### src/rtl/sap_pkg.sv
// sap_pkg: opcodes, FSM states and shared constants for the parametrised SAP core.
package sap_pkg;

    localparam int OPC_W = 4;

    localparam logic [OPC_W-1:0] OP_NOP = 4'h0;
    localparam logic [OPC_W-1:0] OP_LDA = 4'h1;
    localparam logic [OPC_W-1:0] OP_ADD = 4'h2;
    localparam logic [OPC_W-1:0] OP_SUB = 4'h3;
    localparam logic [OPC_W-1:0] OP_STA = 4'h4;
    localparam logic [OPC_W-1:0] OP_LDI = 4'h5;
    localparam logic [OPC_W-1:0] OP_JMP = 4'h6;
    localparam logic [OPC_W-1:0] OP_JC  = 4'h7;
    localparam logic [OPC_W-1:0] OP_JZ  = 4'h8;
    localparam logic [OPC_W-1:0] OP_OUT = 4'hE;
    localparam logic [OPC_W-1:0] OP_HLT = 4'hF;

    typedef enum logic [2:0] {
        S_IDLE, S_LOAD, S_T0, S_T1, S_T2, S_T3, S_T4, S_HALT
    } state_t;

endpackage

### src/rtl/sap_ram.sv
// sap_ram: program/data store; synchronous write, asynchronous read, never reset.
module sap_ram #(
    parameter int DATA_W = 8,
    parameter int ADDR_W = 4
) (
    input  logic              clk,
    input  logic              we,
    input  logic [ADDR_W-1:0] waddr,
    input  logic [DATA_W-1:0] wdata,
    input  logic [ADDR_W-1:0] raddr,
    output logic [DATA_W-1:0] rdata
);

    logic [DATA_W-1:0] mem [2**ADDR_W];

    always_ff @(posedge clk)
        if (we) mem[waddr] <= wdata;

    assign rdata = mem[raddr];

endmodule

### src/rtl/sap_core_param.sv
// sap_core_param: width/depth-generic SAP accumulator CPU with in-band loader and single-step.
module sap_core_param
    import sap_pkg::*;
#(
    parameter int DATA_W = 8,
    parameter int ADDR_W = 4
) (
    input  logic              clk,
    input  logic              rst,
    input  logic              prog_en,
    input  logic              prog_valid,
    input  logic [DATA_W-1:0] prog_data,
    output logic              prog_ready,
    output logic              done_load,
    input  logic              step_en,
    input  logic              step,
    output logic [DATA_W-1:0] out_data,
    output logic              out_valid,
    output logic              cf,
    output logic              zf,
    output logic              halted,
    output logic [ADDR_W-1:0] dbg_pc
);

    state_t            state;
    logic [ADDR_W-1:0] pc, mar, lcnt;
    logic [DATA_W-1:0] a, b, ir;
    logic [DATA_W-1:0] ram_rdata, ram_wdata;
    logic [ADDR_W-1:0] ram_raddr, ram_waddr;
    logic              ram_we;
    logic [OPC_W-1:0]  opc;
    logic [ADDR_W-1:0] opnd;
    logic              sub, jmp, enter_load;
    logic [DATA_W:0]   sum;

    assign opc  = ir[DATA_W-1 -: OPC_W];
    assign opnd = ir[ADDR_W-1:0];
    assign sub  = opc == OP_SUB;
    assign sum  = {1'b0, a} + {1'b0, sub ? ~b : b} + {{DATA_W{1'b0}}, sub};
    assign jmp  = opc == OP_JMP || (opc == OP_JC && cf) || (opc == OP_JZ && zf);
    // prog_en only interrupts at instruction boundaries (T0) or from IDLE/HALT
    assign enter_load = prog_en && (state == S_IDLE || state == S_T0 || state == S_HALT);

    assign ram_we    = (state == S_LOAD && prog_valid) || (state == S_T3 && opc == OP_STA);
    assign ram_waddr = state == S_LOAD ? lcnt : opnd;
    assign ram_wdata = state == S_LOAD ? prog_data : a;
    assign ram_raddr = state == S_T1 ? mar : opnd;

    assign prog_ready = state == S_LOAD;
    assign halted     = state == S_HALT;
    assign dbg_pc     = pc;

    sap_ram #(.DATA_W(DATA_W), .ADDR_W(ADDR_W)) u_ram (
        .clk   (clk),
        .we    (ram_we),
        .waddr (ram_waddr),
        .wdata (ram_wdata),
        .raddr (ram_raddr),
        .rdata (ram_rdata)
    );

    always_ff @(posedge clk) begin
        if (rst) begin
            state     <= S_IDLE;
            pc        <= '0;
            mar       <= '0;
            lcnt      <= '0;
            a         <= '0;
            b         <= '0;
            ir        <= '0;
            out_data  <= '0;
            out_valid <= 1'b0;
            cf        <= 1'b0;
            zf        <= 1'b0;
            done_load <= 1'b0;
        end else begin
            out_valid <= 1'b0;
            if (enter_load) begin
                state     <= S_LOAD;
                lcnt      <= '0;
                pc        <= '0;
                done_load <= 1'b0;
            end else begin
                case (state)
                    S_IDLE: state <= S_T0;
                    S_LOAD: begin
                        if (prog_valid) begin
                            lcnt <= lcnt + ADDR_W'(1);
                            if (&lcnt) done_load <= 1'b1;
                        end
                        if (!prog_en) state <= S_IDLE;
                    end
                    S_T0: if (!step_en || step) begin
                        mar   <= pc;
                        state <= S_T1;
                    end
                    S_T1: begin
                        ir    <= ram_rdata;
                        pc    <= pc + ADDR_W'(1);
                        state <= S_T2;
                    end
                    S_T2: begin
                        state <= S_T0;
                        if (opc == OP_LDI) a <= DATA_W'(opnd);
                        if (jmp) pc <= opnd;
                        if (opc == OP_OUT) begin
                            out_data  <= a;
                            out_valid <= 1'b1;
                        end
                        if (opc == OP_HLT) state <= S_HALT;
                        if (opc == OP_LDA || opc == OP_STA || opc == OP_ADD || sub) state <= S_T3;
                    end
                    S_T3: begin
                        state <= S_T0;
                        if (opc == OP_LDA) a <= ram_rdata;
                        if (opc == OP_ADD || sub) begin
                            b     <= ram_rdata;
                            state <= S_T4;
                        end
                    end
                    S_T4: begin
                        a     <= sum[DATA_W-1:0];
                        cf    <= sum[DATA_W];
                        zf    <= sum[DATA_W-1:0] == '0;
                        state <= S_T0;
                    end
                    S_HALT: state <= S_HALT;
                    default: state <= S_IDLE;
                endcase
            end
        end
    end

endmodule

### config.mk
export PLATFORM = sky130hd
export DESIGN_NAME = sap_core_param
export DESIGN_NICKNAME = d
export VERILOG_FILES = /design/src/rtl/sap_pkg.sv /design/src/rtl/sap_ram.sv /design/src/rtl/sap_core_param.sv
export SDC_FILE = /design/constraint.sdc
export NUM_CORES = 1
export LEC_CHECK = 0
export CAP_MARGIN = 30
export CORE_UTILIZATION = 33
export DETAILED_ROUTE_END_ITERATION = 6
export HOLD_SLACK_MARGIN = 0.1
export PLACE_DENSITY_LB_ADDON = 0.15
export SETUP_SLACK_MARGIN = 0.3
export SYNTH_ARGS = -nofsm -noshare
export SYNTH_HDL_FRONTEND = slang
export SYNTH_SLANG_ARGS = --single-unit
### constraint.sdc
create_clock -name clk -period 3.37 [get_ports clk]
set_input_delay 0.674 -clock clk [delete_from_list [all_inputs] [get_ports clk]]
set_output_delay 0.674 -clock clk [all_outputs]
set_load 0.03 [all_outputs]
======== Word level (Yosys, flattened, before mapping) ========
Memories as Yosys holds them, arrays and structs flattened.
Cells that the tools add are included.
storage, ports and cells
  memory bits (writable) .................. 128
  bits of input ports ..................... 14
  memories kept ........................... 1
  register bits after elaboration ......... 51
  logic and storage cells ................. 98
memories
  memory     depth  bits a word  rd ports  clocked after memory_dff  write ports  RTL line       text
  u_ram.mem  16     8            1         0                         1            sap_ram.sv:14  logic [DATA_W-1:0] mem [2**ADDR_W];
cells by class
  bitwise logic cells ..................... 3
  reductions and logical operators ........ 34
  muxes and demuxes ....................... 19
  equality and inequality tests ........... 24
  $add $sub $neg .......................... 4
operators with widths
  operator               count
  $mux W8                4
  $pmux W8 S3            1
  $pmux W3 S7            1
  $eq A4 B3 Y1 const B   4
  $mux W3                5
  $eq A3 B3 Y1 const B   4
  $eq A4 B4 Y1 const B   3
  $mux W4                3
  $reduce_and A2 Y1      6
  $logic_or A1 B1 Y1     10
  $add A8 B8 Y9          1
  $add A9 B1 Y9          1
  $reduce_and A3 Y1      3
  $add A4 B1 Y4 const B  2
  $eq A4 B2 Y1 const B   2
  $logic_not A8 Y1       1
  $not A8 Y8             1
  $pmux W4 S2            1
  $eq A3 B2 Y1 const B   2
  $ne A2 B2 Y1 const B   3
  $ne A3 B2 Y1 const B   2
  $reduce_and A6 Y1      1
  $logic_and A1 B1 Y1    5
  $eq A4 B1 Y1 const B   1
  11 further kinds       17

======== Longest topological paths before layout ========
Gate-level depths: netlist of the first run.
  depth after elaboration ................. 7
  mapped depth ............................ 11

======== By module ========
A second synthesis of the first run with hierarchy kept.
unflattened totals
  cell total of the unflattened synthesis .. 557
  area, all modules ....................... 7860.0 µm²
modules (own cells, without submodules)
  module          cells each  area an instance (µm²)  times used
  sap_ram         221         4987.3                  1
  sap_core_param  336         2872.8                  1

======== Worst setup path before layout of the first run ========
Ideal clock, no wire load.
  kind .................................... register to register
  from .................................... register ir[5]
  to ...................................... register zf
  clock period less this slack ............ 2598 ps
  setup slack ............................. 772 ps
  cell stages (with the launch flop) ...... 11
  required time ........................... 3254 ps
  data arrival time ....................... 2482 ps
  path buffers ............................ 1
  cell sequence ........................... dfxtp_1 > and4bb_1 > buf_2 > xor2_1 > fa_1 > a21o_1 > a21oi_1 > o21ai_0 > a211oi_1 > nor4_1 > a31o_2
between the ends
  word-level cells in the longest chain between the ends .. 5
ends and longest elaborated chain
  what                    RTL line               text
  from (decl)             sap_core_param.sv:27   logic [DATA_W-1:0] a, b, ir;
  from (signal assigned)  sap_core_param.sv:98   ir <= ram_rdata;
  $eq A4 B2 Y1 (*)        sap_core_param.sv:38   assign sub = opc == OP_SUB;
  $mux W8                 sap_core_param.sv:39   assign sum = {1'b0, a} + {1'b0, sub ? ~b : b} + {{DATA_W{1'b0}}, sub};
  $add A8 B8 Y9           sap_core_param.sv:39
  $add A9 B1 Y9 (*)       sap_core_param.sv:39
  $logic_not A8 Y1 (*)    sap_core_param.sv:124  zf <= sum[DATA_W-1:0] == '0;
  to (signal assigned)    sap_core_param.sv:74   zf <= 1'b0;
  to (signal assigned)    sap_core_param.sv:124
  to (decl)               sap_core_param.sv:20   output logic zf,
Mark *: on every way between the ends. The rest lies on a longest branch, timed or not.
A chain may end at the register's enable or synchronous reset.

======== Worst setup path after layout of the first run ========
  from .................................... register ir[6]
  to ...................................... register zf
The elaborated chain is that of the path after synthesis.

==> results of run 1 <==
-- cell usage in the layout (no fill, tap or decap), drive strengths merged, types with 8 or more instances in the layout --
| cell type | n |
|---|---|
| mux2 | 14 |
| edfxtp | 128 |
| clkbuf | 17 |
| inv | 41 |
| a31oi | 8 |
| nand2 | 41 |
| nand2b | 11 |
| and2 | 8 |
| clkinv | 8 |
| o21ai | 23 |
| mux4 | 13 |
| a211oi | 47 |
| nor2 | 63 |
| nand3 | 17 |
| a21oi | 39 |
| buf | 47 |
| ha | 9 |
| clkdlybuf4s50 | 30 |
| nor4 | 8 |
| xor2 | 8 |
| a2111oi | 18 |
| mux2i | 48 |
| nor3 | 14 |
| dfxtp | 51 |
| xnor2 | 8 |
-- tightest hold or removal path: stages, from the launching register on --
cell	delay, ps
dfxtp_1	330
mux2i_1	60
nor2_1	70
-- worst paths after layout --
path / depth (start not counted) / to
max: 9 / zf$_SDFFE_PP0P_
min: 2 / out_data[2]$_SDFFE_PP0P_
max reg2reg: 9 / zf$_SDFFE_PP0P_
min reg2reg: 2 / out_data[2]$_SDFFE_PP0P_
-- logic make-up (layout without fill, tap and decap cells) --
| kind of cell | count (synthesis) | after routing | synth area share [%] |
|---|---|---|---|
| adder cells (fa/ha/maj) | 10 | 10 | 1.497 |
| XOR/XNOR | 16 | 16 | 1.582 |
| AO/OA/AOI/OAI | 190 | 190 | 15.73 |
| buffers and inverters | 88 | 144 | 5.042 |
| AND/OR/NAND/NOR | 190 | 190 | 10.73 |
| multiplexers | 75 | 75 | 10.51 |
| flip-flops | 179 | 179 | 54.91 |
-- routing by layer --
metal / part of all wire, % / wire length, um / global-route usage [%]
met2: 48 / 12060 / 31.02
met4: 2.5 / 612 / 7.070
met1: 45 / 11250 / 24.25
met5: 0 / 0 / 0
met3: 4.0 / 998 / 3.098
-- sequential cells by signal (all words and copies together) (netlist names) --
signal     count
a              8
b              8
cf             1
dbg_pc         4
done_load      1
ir             8
lcnt           4
mar            4
out_data       8
out_valid      1
state          3
u_ram.mem    128
zf             1
-- cell type report --
class                           instances  area share (%)
Tap cell                              335           4.078
Sequential cell                       179           47.34
Inverter                               34           1.242
Clock inverter                         15           1.789
Multi-Input combinational cell        481           34.81
Timing Repair Buffer                   78           6.598
Clock buffer                           17           4.139
-- power by group --
group / internal (uW) / switching (uW) / total (uW)
logic: 133 / 232 / 365
clock network: 1010 / 997 / 2010
registers: 2370 / 22.6 / 2390
total: 3510 / 1250 / 4760
-- cell usage after synthesis, drive strengths merged (5+ instances only) --
cell and count:
xnor2 8, ha 9, buf 37, and2 8, inv 34, o211ai 5, edfxtp 128, nand2 41
mux4 13, a21oi 39, clkbuf 17, a2111oi 18, xor2 8, a22oi 5, nor4 8, nor3 14
a31oi 8, a21o 5, dfxtp 51, a211oi 47, mux2i 48, o21ai 23, o22ai 6, nand2b 11
nor2 63, mux2 14, nand3 17
-- through the flow --
step / cells / utilization [%] / setup WS, ps / hold WS [ps]
floorplan: 748 / - / 772.2 / 466.1
CTS: 1139 / 39.19 / 304.5 / 500.3
global route: 1139 / 39.22 / 197.6 / 537.7
global placement: 1107 / 36.82 / 318.5 / 472.1
finish: 1139 / 39.22 / 460.4 / 496.1
detailed placement: 1107 / 36.82 / 286.7 / 480.7
==> results.md, run 1 <==
* Status: finished with violations
* Failing checks: design-rule violations
* CP Buf/Inv Count at 0
* # port buffers at 31
* Final worst-path cycle share at 86.34%
* Post-Route Skew at 10.88 ps
* Critical-path cell list: and4bb_4 > xor2_1 > fa_1 > a21o_1 > a21oi_1 > o21ai_0 > a211oi_1 > nor4_1 > a31o_2
* Cells after Synth at 748
* FMAX at around 340 MHz
* Final hold vios at 0
* Worst skew pair latency at ~440 ps
* Setup slack, reg-to-reg at 460 ps
* Seq/Total Area, Yosys at 54.91%
* Max Slew Vio Count at 0
* Gr ovfl total at 0
* Setup_tns at 0 ps
* Area Overhead vs Synth at 16.01%
* Max cap viols at 0
* Final net count at 815
* Number of register bits inferred by synthesis at 179
* Worst slew pin tran at between 600 and 700 ps
* # H-tree levels at 4
* Top delay family on crit path: compound AO/OA/AOI/OAI gates
* Type of the worst setup path: flip-flop to flip-flop
* Peak supply drop at around 0.33 mV
* Root Driver: clkbuf_16
* Sinks on Clock Net at 179
* Largest net degree at the start of global routing at 31
* Die area at 0.02751 sq mm
* Area of the multi-input gates at 0.003578 sq mm
* Remaining antenna violation count at 0
* Global-route wire length before repair at approximately 38000 um
* Main synth FF type: edfxtp_1
* Core Region at ~0.026 sq mm
* Post-Syn Nets at between 700 and 800
* Post-CTS Hold Buffers at 0
* Die span in y at 165.9 um
* Launch point of the worst reg-to-reg path: ir[6]$_SDFFE_PP0P_
* Min Clock Period, post-route at just under 3000 ps
* DRT Wirelength at 24910 um
* CP arrival at 3240 ps
* GRT Total Usage at a little under a fifth
* Number of synthesized flops with an enable pin at 128
* Leakage at 0.003627 uW
* Syn. warnings at 0
* Clock-pin slew on the worst setup and hold paths at around 80 ps
* HP Start: out_data[2]$_SDFFE_PP0P_
* PostCTS Resize Cnt at 3
* Std-Cell Rows at 59
* GP Congestion at 0.8570
* RSZ-0062 raised after global routing: true
* Initial antenna violation count at 0
* Setup Buffers After CTS at 0
* Setup Viol. Count Final at 0
* Wire per inst at ~22 um
* Top post-synthesis cells by area: edfxtp_1 43%, dfxtp_1 12%, mux2i_1 5.4%, a211oi_1 3.7%, mux4_2 3.3%
* Dominant cell type by area after synthesis: edfxtp_1
* FFs w/ async S/R, synth at 0%
* Cell Pwr Density at 463.5 mW/mm^2
* CTS tree: done
* Power Total at 4764 uW
* FF+latch area at around 0.0049 sq mm
* Crit-path slowest cell: dfxtp_1
* Syn avg cell area at 11.84 sq um
* Worst endpoint required time at 3700 ps
* CP max FO at 11
* ANT cells at 0
* Non-Filler Cell Area, Final at slightly above 0.01 sq mm
* Post-DP Area at around 0.0096 sq mm
* Worst setup SP type: flip-flop
* Via/cell ratio at 5.521
* Ports at 32
* Die W at 165.9 um
* Worst Setup End Kind: flip-flop
* Initial DRC Count at 429
* HP Class: flip-flop to flip-flop
* Synth Cell Area at between 0.008 and 0.009 sq mm
* CP peak stage delay at 520 ps
* Setup crit start: ir[6]$_SDFFE_PP0P_
* Area share of the largest cell type after synthesis at 43.38%
* Worst slew margin at 59.13%
* Vias at 6288
* Bufs on Longest Clock Path at 2
* CTS buffer count at 17
* Initial Util at 33.81%
* Drc violations at 3
* Share of layout cells above drive strength 1 at about 16%
* Post-synthesis cell type count at 73
* Drt first pass iters at 7
* Dpl hpwl at 17440 um
* Vias in the first global route at 6260
* Filler Cells Inserted at 2459
Note: power is estimated with default switching activity, not from simulation.
==> run 2: changes to the inputs <==
--- a/config.mk
+++ b/config.mk
@@ -5,12 +5,14 @@
 export SDC_FILE = /design/constraint.sdc
 export NUM_CORES = 1
 export LEC_CHECK = 0
+export ABC_CLOCK_PERIOD_IN_PS = 3370
 export CAP_MARGIN = 30
 export CORE_UTILIZATION = 33
 export DETAILED_ROUTE_END_ITERATION = 6
 export HOLD_SLACK_MARGIN = 0.1
 export PLACE_DENSITY_LB_ADDON = 0.15
 export SETUP_SLACK_MARGIN = 0.3
+export SLEW_MARGIN = 40
 export SYNTH_ARGS = -nofsm -noshare
 export SYNTH_HDL_FRONTEND = slang
 export SYNTH_SLANG_ARGS = --single-unit
==> results of run 2 <==
Final layout, timing and power as in run 1 (identical DEF).
==> run 3: changes to the inputs <==
--- a/config.mk
+++ b/config.mk
@@ -6,8 +6,9 @@
 export NUM_CORES = 1
 export LEC_CHECK = 0
 export ABC_CLOCK_PERIOD_IN_PS = 3370
-export CAP_MARGIN = 30
 export CORE_UTILIZATION = 33
+export CTS_BUF_LIST = sky130_fd_sc_hd__clkbuf_8
+export CTS_CLUSTER_DIAMETER = 200
 export DETAILED_ROUTE_END_ITERATION = 6
 export HOLD_SLACK_MARGIN = 0.1
 export PLACE_DENSITY_LB_ADDON = 0.15
==> run 3 against run 2 <==
  * The run still ends with design-rule violations left
  * Clock-buffer cell count stayed put
  * Clock power down 25%
  * Core utilization shrank 0.73 points
  * Highest routed layer unchanged
==> results.md, run 3 (same netlist as run 1, synthesis figures left out) <==
* Crit-path slowest cell: dfxtp_1
* Remaining antenna violation count at 0
* Largest reg by FF count: u_ram.mem
* CP arrival at 3290 ps
* GP Congestion at roughly 0.86
* Bufs on Longest Clock Path at 2
* DRT Wirelength at around 25000 um
* CP Buf/Inv Count at 0
* Max Slew Vio Count at 0
* Commonest non-fill, non-tap cells in the layout: 128 x edfxtp_1, 62 x nor2_1, 49 x dfxtp_1, 48 x mux2i_1, 46 x buf_4
* Via/cell ratio at ~5.4
* Initial Util at 33.81%
* HP Start: lcnt[1]$_SDFFE_PP0P_
* Max reg flops at 128
* Setup crit start: ir[5]$_SDFFE_PP0P_
* Type of the worst setup path: flip-flop to flip-flop
* Final net count at 815
* Failing checks: design-rule violations
* Global-route wire length before repair at slightly below 40000 um
* HP Class: flip-flop to flip-flop
* Commonest non-fill, non-tap cell in the layout: edfxtp_1
* Drt first pass iters at 7
* Min Clock Period, post-route at ~2900 ps
* Root Driver: clkbuf_8
* Max cap viols at 0
* Die span in y at 165.9 um
* Leakage at roughly 0.0035 uW
* Final Util at 38.50%
* Gr ovfl total at 0
* Vias at 6203
* Worst skew pair latency at 480 ps
* Setup_tns at 0 ps
* Std-Cell Rows at 59
* Worst endpoint required time at 3740 ps
* CTS buffer count at 17
* Worst setup SP type: flip-flop
* # port buffers at 31
* Drc violations at 3
* Post-Route Skew at approximately 15 ps
* Peak supply drop at 0.1974 mV
* Filler Cells Inserted at 2483
* ANT cells at 0
* Worst slew margin at 60.81%
* Launch point of the worst reg-to-reg path: ir[5]$_SDFFE_PP0P_
* Clock-pin slew on the worst setup and hold paths at 110 ps
* RSZ-0062 raised after global routing: true
* Sinks on Clock Net at roughly 180
* Initial DRC Count at 449
* Die W at 165.9 um
* Wire per inst at about 22 um
* # H-tree levels at 4
* Core Region at 0.02621 sq mm
* Vias in the first global route at 6235
* Worst slew pin tran at 584.0 ps
* Initial antenna violation count at 0
* Largest net degree at the start of global routing at 31
* Critical-path cell list: and4bb_4 > xor2_1 > fa_1 > a21o_1 > a21oi_1 > o21ai_0 > a211oi_1 > nor4_1 > a31o_2
* Status: finished with violations
* CTS tree: done
* Final hold vios at 0
* Setup Viol. Count Final at 0
* FMAX at 342.9 MHz
* Final worst-path cycle share at 86.54%
* Ports at 32
* GRT Total Usage at 18.54%
* Area Overhead vs Synth at 13.87%
* CP max FO at 9
* CP peak stage delay at 500 ps
* Dpl hpwl at between 15000 and 20000 um
* Setup Buffers After CTS at 0
* Share of layout cells above drive strength 1 at ~17%
* Worst Setup End Kind: flip-flop
* Cell Pwr Density at between 400 and 500 mW/mm^2
* Top delay family on crit path: compound AO/OA/AOI/OAI gates
* Die area at ~0.028 sq mm
run 3: cell counts in the layout (fill, tap and decap cells not counted):
No cell type changed its count.
run 3: report_power, final:
group	switching [uW]	internal, uW	total [uW]
Clock	936	574	1510
Combinational	232	133	365
Sequential	22.6	2370	2390
Total	1190	3080	4270
run 3: worst register-to-register path, cell delays in order (launching register included):
cell,delay (ps)
dfxtp_1,500
and4bb_4,400
xor2_1,140
fa_1,460
a21o_1,180
a21oi_1,280
o21ai_0,170
a211oi_1,330
nor4_1,110
a31o_2,250
run 3: cell type report:
class	count	area, sq um	area share (%)
sequential	179	4867	48.25
clock buffer	17	234.0	2.319
multi-input combinational	481	3578	35.47
inverter	34	127.6	1.265
clock inverter	15	183.9	1.823
timing repair buffer	78	678.2	6.722
tap	335	419.2	4.155
run 3: timing repair:
item	4_1_cts	5_1_grt
endpoints found under the setup margin	4	12
hold buffers	0	0
resized for setup	3	4
run 3: through the flow:
stage          area [sq um]  setup WS [ps]  std cells  hold WS [ps]  total power (uW)
4_1_cts               10080          243.6       1139         505.5              4310
3_3_place_gp           9649          318.5       1107         472.1              2799
2_1_floorplan          8860          772.2        748         466.1              2664
6_report              10090          453.5       1139         502.8              4268
5_1_grt               10090          225.8       1139         545.0              4432
3_5_place_dp           9649          286.7       1107         480.7              2804
run 3: final timing paths:
path / slack, ps / end / cells past startpoint
hold reg to reg: 500 / lcnt[1]$_SDFFE_PP0P_ / 2
setup / recovery: 450 / zf$_SDFFE_PP0P_ / 9
setup reg to reg: 450 / zf$_SDFFE_PP0P_ / 9
hold / removal: 500 / lcnt[1]$_SDFFE_PP0P_ / 2
run 3: metal layers:
metal	up-vias	track usage (%)	routed length, um
li1	2943	-	-
met1	3070	24.28	11260
met2	158	30.91	11950
met3	32	3.217	993
met4	0	6.501	632
met5	-	0	0
